$ cat src/rtl/instr_fetch.sv
// Fetch stage: PC, single-outstanding imem request FSM and a 2-entry buffer of {word, pc}.
// Taken branches flush the buffer; an epoch bit marks in-flight responses stale.
`timescale 1ns/1ps
module instr_fetch #(
  parameter int unsigned       ADDR_W   = 32,
  parameter logic [ADDR_W-1:0] RESET_PC = '0
) (
  input  logic              clk,
  input  logic              rst_n,
  output logic              imem_req,
  output logic [ADDR_W-1:0] imem_addr,
  input  logic              imem_gnt,
  input  logic              imem_rvalid,
  input  logic [31:0]       imem_rdata,
  output logic              inst_valid,
  input  logic              inst_ready,
  output logic [3:0]        condicion,
  output logic [1:0]        operation,
  output logic [5:0]        opcodes,
  output logic [31:0]       inst_word,
  output logic [ADDR_W-1:0] inst_pc,
  input  logic              selPC
);

  typedef enum logic [1:0] {
    S_IDLE,
    S_REQ,
    S_WAIT
  } state_e;

  state_e              state_q, state_d;
  logic [ADDR_W-1:0]   pc_q, pc_d;
  logic [ADDR_W-1:0]   req_addr_q, req_addr_d;
  logic [1:0]          count_q, count_d;
  logic                outstanding_q, outstanding_d;
  logic                epoch_q, epoch_d;
  logic                gnt_epoch_q, gnt_epoch_d;
  logic                rd_ptr_q, rd_ptr_d;
  logic                wr_ptr_q, wr_ptr_d;
  logic [31:0]         word_q [2];
  logic [ADDR_W-1:0]   addr_q [2];

  logic [31:0]         head_word;
  logic [ADDR_W-1:0]   head_addr;
  logic [25:0]         br_off;
  logic [ADDR_W-1:0]   target;
  logic                pop;
  logic                redirect;
  logic                gnt;
  logic                rsp;
  logic                push;
  logic [2:0]          occupancy;

  assign head_word = word_q[rd_ptr_q];
  assign head_addr = addr_q[rd_ptr_q];

  assign inst_valid = (count_q != 2'd0);
  assign inst_word  = inst_valid ? head_word : '0;
  assign inst_pc    = inst_valid ? head_addr : '0;
  assign condicion  = inst_word[31:28];
  assign operation  = inst_word[27:26];
  assign opcodes    = inst_word[25:20];

  assign imem_req  = (state_q == S_REQ);
  assign imem_addr = {pc_q[ADDR_W-1:2], 2'b00};

  assign pop      = inst_valid && inst_ready;
  assign redirect = pop && selPC;
  assign br_off   = {head_word[23:0], 2'b00};
  assign target   = head_addr + ADDR_W'(8) + ADDR_W'($signed(br_off));

  assign gnt       = (state_q == S_REQ) && imem_gnt;
  assign rsp       = imem_rvalid && outstanding_q;
  // A redirect in the same cycle wins over the response even when its epoch still matches.
  assign push      = rsp && (gnt_epoch_q == epoch_q) && !redirect;
  assign occupancy = {1'b0, count_q} + {2'b00, outstanding_q};

  always_comb begin
    pc_d          = pc_q;
    req_addr_d    = req_addr_q;
    outstanding_d = outstanding_q;
    epoch_d       = epoch_q;
    gnt_epoch_d   = gnt_epoch_q;
    rd_ptr_d      = rd_ptr_q;
    wr_ptr_d      = wr_ptr_q;
    count_d       = count_q;

    if (gnt) begin
      pc_d          = pc_q + ADDR_W'(4);
      req_addr_d    = pc_q;
      outstanding_d = 1'b1;
      gnt_epoch_d   = epoch_q;
    end else if (rsp) begin
      outstanding_d = 1'b0;
    end

    if (redirect) begin
      pc_d     = target;
      epoch_d  = ~epoch_q;
      rd_ptr_d = 1'b0;
      wr_ptr_d = 1'b0;
      count_d  = 2'd0;
    end else begin
      if (push) wr_ptr_d = ~wr_ptr_q;
      if (pop)  rd_ptr_d = ~rd_ptr_q;
      count_d = count_q + {1'b0, push} - {1'b0, pop};
    end
  end

  always_comb begin
    state_d = state_q;
    case (state_q)
      S_IDLE: begin
        if (redirect || (occupancy < 3'd2)) state_d = S_REQ;
      end
      S_REQ: begin
        // A grant coinciding with a redirect still owes a (stale) response.
        if (gnt) state_d = S_WAIT;
      end
      S_WAIT: begin
        if (rsp) state_d = (count_d < 2'd2) ? S_REQ : S_IDLE;
      end
      default: state_d = S_IDLE;
    endcase
  end

  always_ff @(posedge clk or negedge rst_n) begin
    if (!rst_n) begin
      state_q       <= S_IDLE;
      pc_q          <= RESET_PC;
      req_addr_q    <= '0;
      count_q       <= 2'd0;
      outstanding_q <= 1'b0;
      epoch_q       <= 1'b0;
      gnt_epoch_q   <= 1'b0;
      rd_ptr_q      <= 1'b0;
      wr_ptr_q      <= 1'b0;
      word_q[0]     <= '0;
      word_q[1]     <= '0;
      addr_q[0]     <= '0;
      addr_q[1]     <= '0;
    end else begin
      state_q       <= state_d;
      pc_q          <= pc_d;
      req_addr_q    <= req_addr_d;
      count_q       <= count_d;
      outstanding_q <= outstanding_d;
      epoch_q       <= epoch_d;
      gnt_epoch_q   <= gnt_epoch_d;
      rd_ptr_q      <= rd_ptr_d;
      wr_ptr_q      <= wr_ptr_d;
      if (push) begin
        word_q[wr_ptr_q] <= imem_rdata;
        addr_q[wr_ptr_q] <= req_addr_q;
      end
    end
  end

endmodule

$ cat config.mk
export PLATFORM = sky130hd
export DESIGN_NAME = instr_fetch
export DESIGN_NICKNAME = d
export VERILOG_FILES = /design/src/rtl/instr_fetch.sv
export SDC_FILE = /design/constraint.sdc
export NUM_CORES = 1
export LEC_CHECK = 0
export ABC_AREA = 1
export CORE_AREA = 8 8 116 224
export CTS_CLUSTER_DIAMETER = 200
export DETAILED_ROUTE_END_ITERATION = 7
export DIE_AREA = 0 0 124 232
export HOLD_SLACK_MARGIN = 0.02
export PLACE_DENSITY_LB_ADDON = 0.3
export SLEW_MARGIN = 0
export SYNTH_ARGS = -nofsm -noshare
export SYNTH_HDL_FRONTEND = slang
export SYNTH_SLANG_ARGS = --single-unit
$ cat constraint.sdc
create_clock -name clk -period 3.5 [get_ports clk]
set_input_delay 0.7 -clock clk [delete_from_list [all_inputs] [get_ports clk]]
set_output_delay 0.7 -clock clk [all_outputs]
set_load 0.1 [all_outputs]
# After elaboration in Yosys (flattened, before gate mapping)
# Cells that the tools add are included.
# totals
register_bits	201
inputBits	38
output_inout_bits	110
wordCells	77
# classes
add_sub_neg	6
order_cmp	5
n_eq_ne	6
n_mux	26
bitwise	5
n_reduce_logical	16
# ops
operator	count
32-bit two-way mux	11
64-bit bitwise mux	2
32-bit by 3-bit adder with 32-bit output, second input constant	1
32-bit adder	1
32-bit by 4-bit adder with 32-bit output, second input constant	1
32-bit demux with 1-bit select	1
2-bit nonzero test	5
2-bit two-way mux	4
1-bit logical AND	7
1-bit two-way mux	7
2-bit one-hot mux with 3 select lines	1
2-bit greater-or-equal comparator, second input constant	2
2-bit != test, second input constant	2
1-bit inverter with 2-bit output	2
2-bit by 1-bit adder with 3-bit output	1
3-bit by 2-bit less-than comparator with 1-bit output, second input constant	1
1-bit inverter	3
3-bit AND reduction	1
2-bit by 1-bit adder with 2-bit output	1
2-bit by 1-bit equality test with 1-bit output, second input constant	1
2-bit equality test, second input constant	1
2-bit zero test	1
2-bit by 1-bit less-than comparator with 1-bit output, second input constant	1
2-bit less-than comparator, second input constant	1
other kinds (5)	5

# Depth between registers and ports, before layout
# depth
ltp_word	12
depth_mapped	20
depth_no_buf	18

# Least setup slack after synthesis
# OpenSTA, ideal clock, no wires.
# synth_path
path_type	register to output
from	register rd_ptr_q
to	output opcodes[0]
arrival_time_ns	2.999
required_time_ns	2.800
path_slack_ns	-0.199
path_stages_with_launch	7
n_path_buf	3
cell_sequence	dfrtp_1 buf_2 inv_2 clkbuf_1 nand2_1 a21oi_1 buf_4
# synth_between
elab_chain_len	5
# synth_lines
item	line	rtl
start: declaration	38	logic rd_ptr_q, rd_ptr_d;
start signal: assignment	150	rd_ptr_q <= rd_ptr_d;
1-bit inverter with 2-bit output (not written as such)	54	assign head_word = word_q[rd_ptr_q];
32-bit two-way mux (not written as such) (3 in series)	54	
32-bit two-way mux	58	assign inst_word = inst_valid ? head_word : '0;
end: declaration	19	output logic [5:0] opcodes,
# No other way between the ends. The select of a mux whose other input is x is not followed.

# Worst setup path after layout
# layout_path
from	register rd_ptr_q
to	register pc_q[29]
# layout_between
elab_chain_len	7
word_cells_on_any_way	10
cone_classes	2 x add/sub; 7 x mux; 1 x bitwise
# layout_lines
item	line	rtl
1-bit inverter with 2-bit output (not written as such) (*)	54, 55	
32-bit two-way mux (not written as such) (3 in series)	55	assign head_addr = addr_q[rd_ptr_q];
32-bit by 4-bit adder with 32-bit output	70	assign target = head_addr + ADDR_W'(8) + ADDR_W'($signed(br_off));
32-bit adder (*)	70	
32-bit two-way mux (*)	97	if (redirect) begin
end signal: assignment	144	pc_q <= pc_d;
end: declaration	32	logic [ADDR_W-1:0] pc_q, pc_d;
# Mark *: on every way between the ends. The rest lies on a longest branch, timed or not. The select of a mux whose other input is x is not followed.
# A chain may end at the register's enable or synchronous reset.

==> out/results.ini <==
[drt]
drt_first_pass_iters=6
wl_um=37780
vias=11840
first_iter_violations=1069
viasPerCell=5.447
drc=0
ant_nets=0
wire_per_inst_um=17.38

[setup_path]
cp_max_fo=44
r2r_start=rd_ptr_q
cp-start-kind=flip-flop
critPathKind=flip-flop to flip-flop
r2r_end=pc_q[29]
r2r_slack_ns=0.43
cpPeakStageDelay_ns=0.44
critPathSlowestCell=ha_1
crit_required_ns=3.89
crit_top_cell=nand2_1
end_kind=flip-flop
crit_chain=inv_2 > buf_12 > nand2_1 > nand2_1 > ha_1 > ha_1 > nand2_1 > nor2_1 > inv_1 > nor3_1 > nand3_1 > nand3_1 > nand3_1 > nand2_1 > inv_1
reg2regPathDepth=15
crit_arrival_ns=3.47

[synth]
ys.warnings.count=0
ys.flop_type=dfrtp_1
synthArstFlopShare_pct=100.0
yosys.area_share.simple_pct=27.73
synth_compound_area_share_pct=13.43
syn_inst=1802
synth_edf_count=0
ys_types=49
synth.mux.area_fraction_pct=0.3120
synth_top_family_by_area=simple AND/OR/NAND/NOR gates
syn_area_per_cell_um2=7.122
synth-adder-area-share_pct=6.006
synth-xor-area-share_pct=0.8190
ys_seq_area_share_pct=39.19
syn-cell-area_um2=12830
ys_ff_latch=201

[placement]
dp_cells=2142
globalplace.congestion=1.022
port_buffers=145
place_hpwl_um=28500

[sta]
slew_headroom_pct=43.13
drv_slew=0
timing.fmax_mhz=325.3
period_share_pct=87.83
hold_viol_final=0
setup_tns_ns=0
skew_ns=0.01275
tightest_slew_ns=0.8530
finalCriticalPeriod_ns=3.074
rsz0062_at_grt=no
setup_viol=0

[floorplan]
ios=148
die_width_um=124
coreArea_um2=23130
start_util_pct=55.49
die_h_um=232
rows=79
die-area_um2=28770

[clocking]
cts.reportedPaths.clkPinSlew_ns=0.07
cts_buffers=18
postCtsSetupBuffers=0
htree_levels=1
ctsHoldBuffers=0
cts_tree=yes
cts_resized=0
worstSkewPairLatency_ns=0.50
clockBufferDepth=3
root_buffer=clkbuf_16
clkSinkCount=201

[run_status]
outcome=finished clean

[hold_path]
hp-class=input pin to asynchronous set/reset pin

[global_route]
use_met3_pct=2.509
grt_util_met1_pct=31.26
grt_max_degree=102
gr-usage-all-layers_pct=26.64
grt_pass1_vias=11750
overflow=0
grt_most_used_layer=met2
grt_antenna_before_repair=0
grt_pass1_wl_um=60430
gr-usage-met2_pct=47.20

[cells_and_area]
stdcell_count=2173
final_cell_mix=637 x nand2_1, 233 x inv_1, 200 x dfrtp_1
area_growth_syn_to_layout_pct=20.72
drive_above_1_share_pct=12.91
layout_commonest_cell=nand2_1
fin_nets=1978
fillers=1994
num_antenna_cells=0

[flow_run]
maxCapViolations=0

## sequential cells by signal, indices dropped and copies added, names as in the netlist, 2 cells and up
name	flops
req_addr_q	32
addr_q	64
word_q	64
state_q	2
count_q	2
pc_q	32
## cells by family after synthesis
| kind of cell | Yosys count |
|---|---|
| xor gates and xnor gates | 12 |
| DFF | 201 |
| muxes | 4 |
| adders and majority gates | 61 |
| AOI/OAI and AO/OA | 301 |
| other | 1 |
| and+or+nand+nor | 875 |
| buffers and inverters | 347 |
## cells in the mapped netlist (4+ instances only)
master	count	area, um^2
a21oi_1	98	490.5
a31oi_1	4	25.02
and2_1	6	37.54
buf_1	4	15.01
buf_2	26	130.1
buf_4	45	337.8
buf_6	13	146.4
clkbuf_1	23	86.33
dfrtp_1	201	5030
ha_1	60	750.7
inv_1	233	874.6
mux2i_1	4	40.04
nand2_1	638	2395
nand3_1	73	365.4
nand4_1	18	112.6
nor2_1	110	412.9
nor2_4	4	45.04
nor3_1	4	20.02
o21ai_0	124	620.6
o21ai_1	14	70.07
o21ai_2	49	429.2
xor2_1	10	87.58
## stage by stage
| stage | instance area, um^2 | worst slack (ns) | utilization, % | hold slack [ns] |
|---|---|---|---|---|
| 3_3_place_gp | 14870 | 0.4970 | 64.30 | 0.4649 |
| 4_1_cts | 15490 | 0.4531 | 66.98 | 0.3287 |
| 3_5_place_dp | 14870 | 0.4744 | 64.30 | 0.4675 |
| 5_1_grt | 15490 | 0.2476 | 66.98 | 0.3523 |
| 2_1_floorplan | 12880 | 0.09903 | - | 0.4044 |
| 6_report | 15490 | 0.4258 | 66.98 | 0.3060 |
## critical path: cells and delay by family (launching register included)
kind / cells / cell delay [ns]
fa+ha+maj: 2 / 0.68
buf+inv: 4 / 0.42
simple gates: 9 / 1.39
flops: 1 / 0.43
## area by class of cell
cell class | instances | area (um^2) | area share [%]
Multi-Input combinational cell | 1255 | 6262 | 40.42
Sequential cell | 201 | 5031 | 32.47
Timing Repair Buffer | 167 | 2338 | 15.09
Inverter | 236 | 885.9 | 5.718
Clock buffer | 24 | 524.3 | 3.384
Tap cell | 283 | 354.1 | 2.286
Clock inverter | 7 | 96.34 | 0.6219
## worst max path at each step
stage | cells after the start | startpoint | slack, ns | endpoint
after floorplan | 7 | rd_ptr_q | 0.1 | opcodes[3]
after global placement | 15 | rd_ptr_q | 0.50 | pc_q[29]
after detailed placement | 15 | rd_ptr_q | 0.47 | pc_q[29]
after CTS | 15 | rd_ptr_q | 0.45 | pc_q[29]
after global routing | 15 | rd_ptr_q | 0.25 | pc_q[29]
final | 15 | rd_ptr_q | 0.43 | pc_q[29]
## routing by layer
metal	vias up	wire (um)
met1	5539	14400
li1	5779	-
met2	425	19800
met4	0	1697
met3	93	1882
met5	-	0
Power is not shown: default switching activity piles up to over one toggle a cycle in this logic, so the estimate is an artifact.
